--- config.mk ---
export PLATFORM = sky130hd
export DESIGN_NAME = sms_sample_pulse_gen
export DESIGN_NICKNAME = d
export VERILOG_FILES = /design/src/rtl/sms_sample_pulse_gen.sv
export SDC_FILE = /design/constraint.sdc
export NUM_CORES = 1
export LEC_CHECK = 0
export BUFFER_PORTS_ARGS = -buffer_cell sky130_fd_sc_hd__buf_2
export CAP_MARGIN = 20
export CELL_PAD_IN_SITES_DETAIL_PLACEMENT = 1
export CELL_PAD_IN_SITES_GLOBAL_PLACEMENT = 1
export CORE_MARGIN = 2
export CORE_UTILIZATION = 49
export DETAILED_ROUTE_END_ITERATION = 10
export PLACE_DENSITY = 0.82
export SYNTH_ARGS = -nofsm -noshare
export SYNTH_HDL_FRONTEND = slang
export SYNTH_SLANG_ARGS = --single-unit
export TNS_END_PERCENT = 10
--- constraint.sdc ---
create_clock -name x -period 3.35 [get_ports x]
set_clock_uncertainty 0.05 [all_clocks]
set_input_delay 0.335 -clock x [delete_from_list [all_inputs] [get_ports x]]
set_output_delay 0.335 -clock x [all_outputs]
set_load 0.01 [all_outputs]
--- src/rtl/sms_sample_pulse_gen.sv ---
// sms_sample_pulse_gen
// Multi-channel sample-pulse generator. Each channel:
//   - synchronises an asynchronous AC trigger and a DC gate,
//   - turns the selected ac_in edge into a trigger while the gate is open,
//   - emits a fixed-width pulse followed by an optional holdoff,
//   - keeps a sticky overrun flag for triggers it had to drop.
// All outputs come straight from flops. Channels share nothing but the clock and reset.
module sms_sample_pulse_gen #(
  parameter int CHANNELS       = 4,
  parameter int PULSE_CYCLES   = 4,
  parameter int HOLDOFF_CYCLES = 2,
  parameter int SYNC_STAGES    = 2,
  parameter int EDGE_MODE      = 0,
  parameter int RETRIGGER      = 0
) (
  input  logic                x,
  input  logic                rst_n,
  input  logic [CHANNELS-1:0] ac_in,
  input  logic [CHANNELS-1:0] gate,
  input  logic [CHANNELS-1:0] clr_overrun,
  output logic [CHANNELS-1:0] pulse_out,
  output logic [CHANNELS-1:0] busy,
  output logic [CHANNELS-1:0] overrun
);

  // The one down-counter serves both the pulse width and the holdoff,
  // so it is sized for whichever of the two is longer.
  localparam int MAX_CYCLES = (PULSE_CYCLES > HOLDOFF_CYCLES) ? PULSE_CYCLES : HOLDOFF_CYCLES;
  localparam int CNT_W      = $clog2(MAX_CYCLES + 1);

  localparam logic [CNT_W-1:0] PULSE_LOAD = CNT_W'(PULSE_CYCLES - 1);
  localparam logic [CNT_W-1:0] HOLD_LOAD  = CNT_W'((HOLDOFF_CYCLES > 0) ? HOLDOFF_CYCLES - 1 : 0);

  typedef enum logic [1:0] {
    ST_IDLE    = 2'd0,
    ST_PULSE   = 2'd1,
    ST_HOLDOFF = 2'd2
  } state_e;

  for (genvar ch = 0; ch < CHANNELS; ch++) begin : gChan
    logic [SYNC_STAGES-1:0] acSync_q;
    logic [SYNC_STAGES-1:0] acSync_d;
    logic [SYNC_STAGES-1:0] gateSync_q;
    logic [SYNC_STAGES-1:0] gateSync_d;
    logic                   acHist_q;
    logic                   acNow;
    logic                   gateNow;
    logic                   riseEvt;
    logic                   fallEvt;
    logic                   edgeEvt;
    logic                   trig;
    logic                   dropTrig;
    state_e                 state_q;
    logic [CNT_W-1:0]       cnt_q;
    logic                   pulse_q;
    logic                   busy_q;
    logic                   overrun_q;

    // A single-stage chain has nothing to shift, so it just takes the raw input.
    if (SYNC_STAGES == 1) begin : gSyncShort
      assign acSync_d   = ac_in[ch];
      assign gateSync_d = gate[ch];
    end else begin : gSyncLong
      assign acSync_d   = {acSync_q[SYNC_STAGES-2:0], ac_in[ch]};
      assign gateSync_d = {gateSync_q[SYNC_STAGES-2:0], gate[ch]};
    end

    assign acNow   = acSync_q[SYNC_STAGES-1];
    assign gateNow = gateSync_q[SYNC_STAGES-1];

    // Synchronisers for ac_in and gate (equal depth) plus the history flop used for edge detection.
    always_ff @(posedge x or negedge rst_n) begin
      if (!rst_n) begin
        acSync_q   <= '0;
        gateSync_q <= '0;
        acHist_q   <= 1'b0;
      end else begin
        acSync_q   <= acSync_d;
        gateSync_q <= gateSync_d;
        acHist_q   <= acNow;
      end
    end

    assign riseEvt = acNow & ~acHist_q;
    assign fallEvt = ~acNow & acHist_q;

    // Pick which ac_in transition counts as an event.
    always_comb begin
      edgeEvt = riseEvt;
      case (EDGE_MODE)
        1:       edgeEvt = fallEvt;
        2:       edgeEvt = riseEvt | fallEvt;
        default: edgeEvt = riseEvt;
      endcase
    end

    // A closed gate swallows the event entirely; it never reaches the overrun logic.
    assign trig = edgeEvt & gateNow;

    // Triggers that the FSM cannot act on: any in holdoff, and those during a pulse
    // when retriggering is disabled.
    assign dropTrig = trig && (((state_q == ST_PULSE) && (RETRIGGER == 0)) ||
                               (state_q == ST_HOLDOFF));

    // Pulse/holdoff sequencer; pulse and busy are registered alongside the state.
    always_ff @(posedge x or negedge rst_n) begin
      if (!rst_n) begin
        state_q <= ST_IDLE;
        cnt_q   <= '0;
        pulse_q <= 1'b0;
        busy_q  <= 1'b0;
      end else begin
        case (state_q)
          ST_IDLE: begin
            if (trig) begin
              state_q <= ST_PULSE;
              cnt_q   <= PULSE_LOAD;
              pulse_q <= 1'b1;
              busy_q  <= 1'b1;
            end
          end
          ST_PULSE: begin
            if (trig && (RETRIGGER != 0)) begin
              cnt_q <= PULSE_LOAD;
            end else if (cnt_q != '0) begin
              cnt_q <= cnt_q - CNT_W'(1);
            end else if (HOLDOFF_CYCLES > 0) begin
              state_q <= ST_HOLDOFF;
              cnt_q   <= HOLD_LOAD;
              pulse_q <= 1'b0;
              busy_q  <= 1'b1;
            end else begin
              state_q <= ST_IDLE;
              cnt_q   <= '0;
              pulse_q <= 1'b0;
              busy_q  <= 1'b0;
            end
          end
          ST_HOLDOFF: begin
            if (cnt_q == '0) begin
              state_q <= ST_IDLE;
              pulse_q <= 1'b0;
              busy_q  <= 1'b0;
            end else begin
              cnt_q <= cnt_q - CNT_W'(1);
            end
          end
          default: begin
            state_q <= ST_IDLE;
            cnt_q   <= '0;
            pulse_q <= 1'b0;
            busy_q  <= 1'b0;
          end
        endcase
      end
    end

    // Sticky overrun: a new drop beats a clear arriving on the same cycle.
    always_ff @(posedge x or negedge rst_n) begin
      if (!rst_n) begin
        overrun_q <= 1'b0;
      end else if (dropTrig) begin
        overrun_q <= 1'b1;
      end else if (clr_overrun[ch]) begin
        overrun_q <= 1'b0;
      end
    end

    assign pulse_out[ch] = pulse_q;
    assign busy[ch]      = busy_q;
    assign overrun[ch]   = overrun_q;
  end

endmodule

Word-level counts from Yosys, hierarchy flattened
Index checks and enable logic that the tools add are counted.
- bits in registers: 52
- logic and storage cells: 168
- add/subtract/negate cells: 4
- equal/unequal tests: 24
- muxes and demuxes: 64
- bitwise gates (word level): 12
- reduce and logical (&&, ||, !) cells: 32
- operators with widths (operator ; count):
    $mux W3 ; 12
    $pmux W3 S3 ; 4
    $mux W1 ; 24
    $mux W2 ; 12
    $ne A2 B2 Y1 const B ; 12
    $pmux W1 S3 ; 8
    $pmux W2 S3 ; 4
    $logic_not A3 Y1 ; 4
    $reduce_and A3 Y1 ; 4
    $reduce_bool A3 Y1 ; 4
    $sub A3 B1 Y3 const B ; 4
    $and A1 B1 Y1 ; 8
    $eq A2 B1 Y1 const B ; 4
    $eq A2 B2 Y1 const B ; 4
    $logic_not A2 Y1 ; 4
    $ne A2 B1 Y1 const B ; 4
    $reduce_and A2 Y1 ; 4
    $reduce_bool A2 Y1 ; 4
    $logic_and A1 B1 Y1 ; 4
    $logic_or A1 B1 Y1 ; 4
    $not A1 Y1 ; 4

Logic depth before layout (Yosys ltp)
- depth after elaboration: 5
- mapped depth: 6

Worst setup path before layout
OpenSTA, ideal clock, no wires.
- kind: register -> register
- start: register, netlist name gChan[2].pulse_q
- end: register gChan[2].cnt_q[2]
- setup time: 0.121 ns
- data arrival time: 1.216 ns
- slack: 1.963 ns
- cell stages (with the launch flop): 6
- buffers on the path: 0
- clock period less this slack: 1.387 ns
- cell sequence: dfrtp_1 > inv_1 > ha_1 > nand2_2 > and4b_1 > a22o_1
- RTL lines (element ; line ; RTL):
    to (signal assigned) ; 126 ; cnt_q <= cnt_q - CNT_W'(1);
    to (signal assigned) ; 145 ; cnt_q <= cnt_q - CNT_W'(1);
    to (decl) ; 54 ; logic [CNT_W-1:0] cnt_q;

Final worst setup path
- start: register gChan[2].state_q[1]
- end: register gChan[2].cnt_q[2]
- word-level cells in the longest chain between the ends: 3
- RTL lines (element ; line ; RTL):
    from (decl) ; 53 ; state_e state_q;
    from (signal assigned) ; 108 ; state_q <= ST_IDLE;
    from (signal assigned) ; 116 ; state_q <= ST_PULSE;
    from (signal assigned) ; 128 ; state_q <= ST_HOLDOFF;
    $eq A2 B2 Y1 or $logic_not A2 Y1 (tied branches) ; 113 ; case (state_q)
    $ne A2 B2 Y1 (no source line) ; -- ;
    $reduce_and A2 Y1 (no source line) ; -- ;
Parallel ways exist; a longest one is shown, timed or not.
A chain may end at the register's enable or synchronous reset.

==> metrics list <==
- First-pass detailed-route iteration total: 4
- Synth area leader: dfrtp_1
- CTS clock-pin slew for the worst setup and hold paths: 0.09 ns
- Counting flops and latches in the post-synthesis netlist gives 48.
* Path type of the worst min-delay path: input pin to flip-flop
* Most common library cell in the layout ignoring fill and taps: dfrtp_1
- Worst Hold Margin: 0.0976 ns
- The initial antenna violation count came to 0.
- Summed over its instances, the top area cell type makes up 49.4% of the synthesized netlist area.
* Cell area after technology mapping: 0.00243 mm²
- Die outline area: 0.00555 mm²
* Clock root buffer master: clkbuf_8
* Port Buffer Count: 25
- Top-level port count: 26
- The post-route netlist has 16.9% of its cells at a drive strength greater than 1.
- Max-slew violation count: 0
- After layout, the worst path uses 46.7% of the clock period.
- After clock tree synthesis, the setup repair step added 0 buffers.
- After detailed routing, the average wire length per cell comes to 14.8 µm.
- The Yosys step of the flow raised 0 warnings.
- Largest net degree at the start of global routing: 49
- Post-synth cell types: 35
* Cell area power density: 926 mW/mm²
- Average cell area after synthesis: 10.8 µm²
- Number of cells in the finished layout apart from fillers: 316
- For this block, the initial DRC count from the detailed router was 82.
- Setup violations remaining at the end of the flow were counted as 0.
- The H-tree was split into 2 levels.
- After detailed routing, the total wire length is 4660 µm.
* Placed Cells incl. Taps: 306
- Critical path peak fanout: 9
- Clk Latency, worst-skew pair: 0.29 ns
* Final GP Congestion: 0.833
- Remaining number of nets flagged by the antenna check after routing: 0
- Top area cells in the synthesized netlist: dfrtp_1 (49%), ha_1 (12%), inv_1 (4.6%)
- Worst Hold Path Cells: 1
- Counting every instance in the synthesized netlist gives 226.
* Data required, critical path: 3.48 ns
* Clock sink count: 48
* Slew at the pin with the worst max-slew slack: 0.286 ns
- STA classifies the critical path startpoint as a flip-flop.
* Tot Pwr: 2.49 mW
* Vertical extent of the die: 74.5 µm
- Crit path time final: 1.56 ns
* Total routing resource utilization after global routing: 18.3%
- First-pass GRT wire length: 7680 µm
- In the routed design, unresolved DRC markers number 0.
- The analysis attributes to cell leakage a power of 1.33 nW.
* Maximum vdd drop: 0.429 mV
* Finished Core Util: 56.6%
- From synthesis to final layout, the design area changed by 10.5%.
- Kind of critical path: flip-flop to flip-flop
- For this run, the register share of the synthesized area comes to 49.4%.
* Initial cell density of the core: 51.2%
- Setup repair after global routing left no endpoint under its margin.
- TritonCTS built the clock tree.
* Grt ovf: 0
- No sink is reached through more buffers than the 2 on the longest clock path.
- The number of global-route vias before repair is 1692.
* Total via count after detailed routing: 1668
- Hold Violations, Final: 0
- Number of core rows: 25
* TritonCTS buffer count: 5
- The flow ran to the end, and the final reports show no timing, DRC or antenna violations.
- Number of nets in the layout: 286
* Placeable core area: 0.00475 mm²
- Maxcap violations: 0
- The top cell types in the final layout, fill and taps aside, are dfrtp_1 (48), inv_1 (30), buf_2 (25).
- The worst pin sits at a relative slew slack of 80.9%.
- The worst setup path is captured at a flip-flop.
- The die is 74.5 µm wide.
- Reg2Reg Depth: 5
* F_max: 639 MHz
- Using the TritonRoute via totals, the vias-per-cell ratio works out to 5.28.
- Total nets after synthesis: 264
- For the worst setup path, the data arrival time is 1.70 ns.
* Half-perimeter wire length after detailed placement: 3520 µm
- 0 antenna diodes ended up in the layout.
* Fin Setup TNS: 0 ns
-- cells in the mapped netlist --
| cell | number |
|---|---|
| a21oi_1 | 19 |
| o21a_1 | 1 |
| o22ai_1 | 4 |
| ha_1 | 24 |
| a22o_1 | 7 |
| nand3_1 | 5 |
| nand3b_4 | 2 |
| nand2b_1 | 3 |
| a31oi_1 | 3 |
| a311o_1 | 1 |
| inv_1 | 30 |
| and2_1 | 3 |
| a22oi_1 | 3 |
| o31ai_1 | 4 |
| nand3b_1 | 2 |
| a221oi_1 | 2 |
| o2bb2ai_1 | 1 |
| and4b_1 | 2 |
| nand2b_4 | 1 |
| buf_4 | 12 |
| nand2_1 | 8 |
| a21o_1 | 2 |
| a2bb2oi_1 | 4 |
| a211oi_1 | 2 |
| nor2b_2 | 2 |
| o21ai_1 | 11 |
| a21oi_2 | 1 |
| mux2i_1 | 1 |
| and2b_4 | 1 |
| dfrtp_1 | 48 |
| nand2_2 | 2 |
| nor2b_1 | 1 |
| o21ai_0 | 8 |
| and2b_1 | 1 |
| nor2_1 | 5 |
-- power by group --
group / leakage [nW] / switching (mW) / internal (mW) / total [mW]
clock network: 0.0552 / 0.179 / 0.222 / 0.400
logic: 0.693 / 0.705 / 0.527 / 1.23
registers: 0.584 / 0.115 / 0.743 / 0.858
-- metal layers --
metal | part of all wire, % | track usage, % | vias up
met2 | 50 | 30.4 | 24
met1 | 46 | 24.0 | 823
met3 | 2.7 | 4.34 | 6
met4 | 1.2 | 5.16 | 0
met5 | 0 | 0 | -
li1 | - | - | 815
-- area by class of cell --
type,instances,area (µm²)
clock buffer,6,72.6
inverter,30,113
tap,67,83.8
multi-input combinational,136,1030
timing repair buffer,27,155
clock inverter,2,35.0
fill,556,2060
sequential,48,1200
-- flip-flops by register name, summed over array words and instances (netlist names) --
| signal | flops |
|---|---|
| gChan.acHist_q | 4 |
| gChan.cnt_q | 12 |
| gChan.gateSync_q | 8 |
| gChan.state_q | 5 |
| gChan.acSync_q | 8 |
| gChan.busy_q | 4 |
| gChan.pulse_q | 3 |
| gChan.overrun_q | 4 |
-- cell families (layout without fill, tap and decap cells) --
logic type      after synthesis  in the layout  share of synthesized area (%)
flops                        48             48                           49.4
fa+ha+maj                    24             24                           12.3
mux                           1              1                          0.411
buf+inv                      42             65                           8.33
compound gates               73             73                           19.1
simple gates                 38             38                           10.4
-- final timing paths --
check / startpoint / endpoint / slack (ns)
max in group asynchronous: rst_n / gChan[3].acSync_q[1]$_DFF_PN0_ / 2.45
min in group asynchronous: rst_n / gChan[2].cnt_q[2]$_DFFE_PN0P_ / 0.35
min: gate[0] / gChan[0].gateSync_q[0]$_DFF_PN0_ / 0.1
min reg2reg: gChan[3].gateSync_q[0]$_DFF_PN0_ / gChan[3].gateSync_q[1]$_DFF_PN0_ / 0.31
max reg2reg: gChan[2].state_q[1]$_DFFE_PN0P_ / gChan[2].cnt_q[2]$_DFFE_PN0P_ / 1.79
max: gChan[2].state_q[1]$_DFFE_PN0P_ / gChan[2].cnt_q[2]$_DFFE_PN0P_ / 1.79
-- worst max-delay path, cell delays in order, from the launching register on --
cell     delay [ns]
dfrtp_1        0.43
inv_1          0.10
ha_1           0.26
nand2_2        0.17
and4b_1        0.23
a22o_1         0.22
-- repair_timing --
action	4_1_cts	5_1_grt
gates resized for setup	0	0
hold buffers	0	1
hold endpoints to repair	0	4
-- metrics by stage --
stage	instance area, µm²	setup slack, ns
3_3_place_gp	2550	1.80
2_1_floorplan	2430	1.96
3_5_place_dp	2550	1.80
4_1_cts	2660	1.77
5_1_grt	2690	1.63
6_report	2690	1.79
No activity file was read; power rests on OpenSTA's default activity.
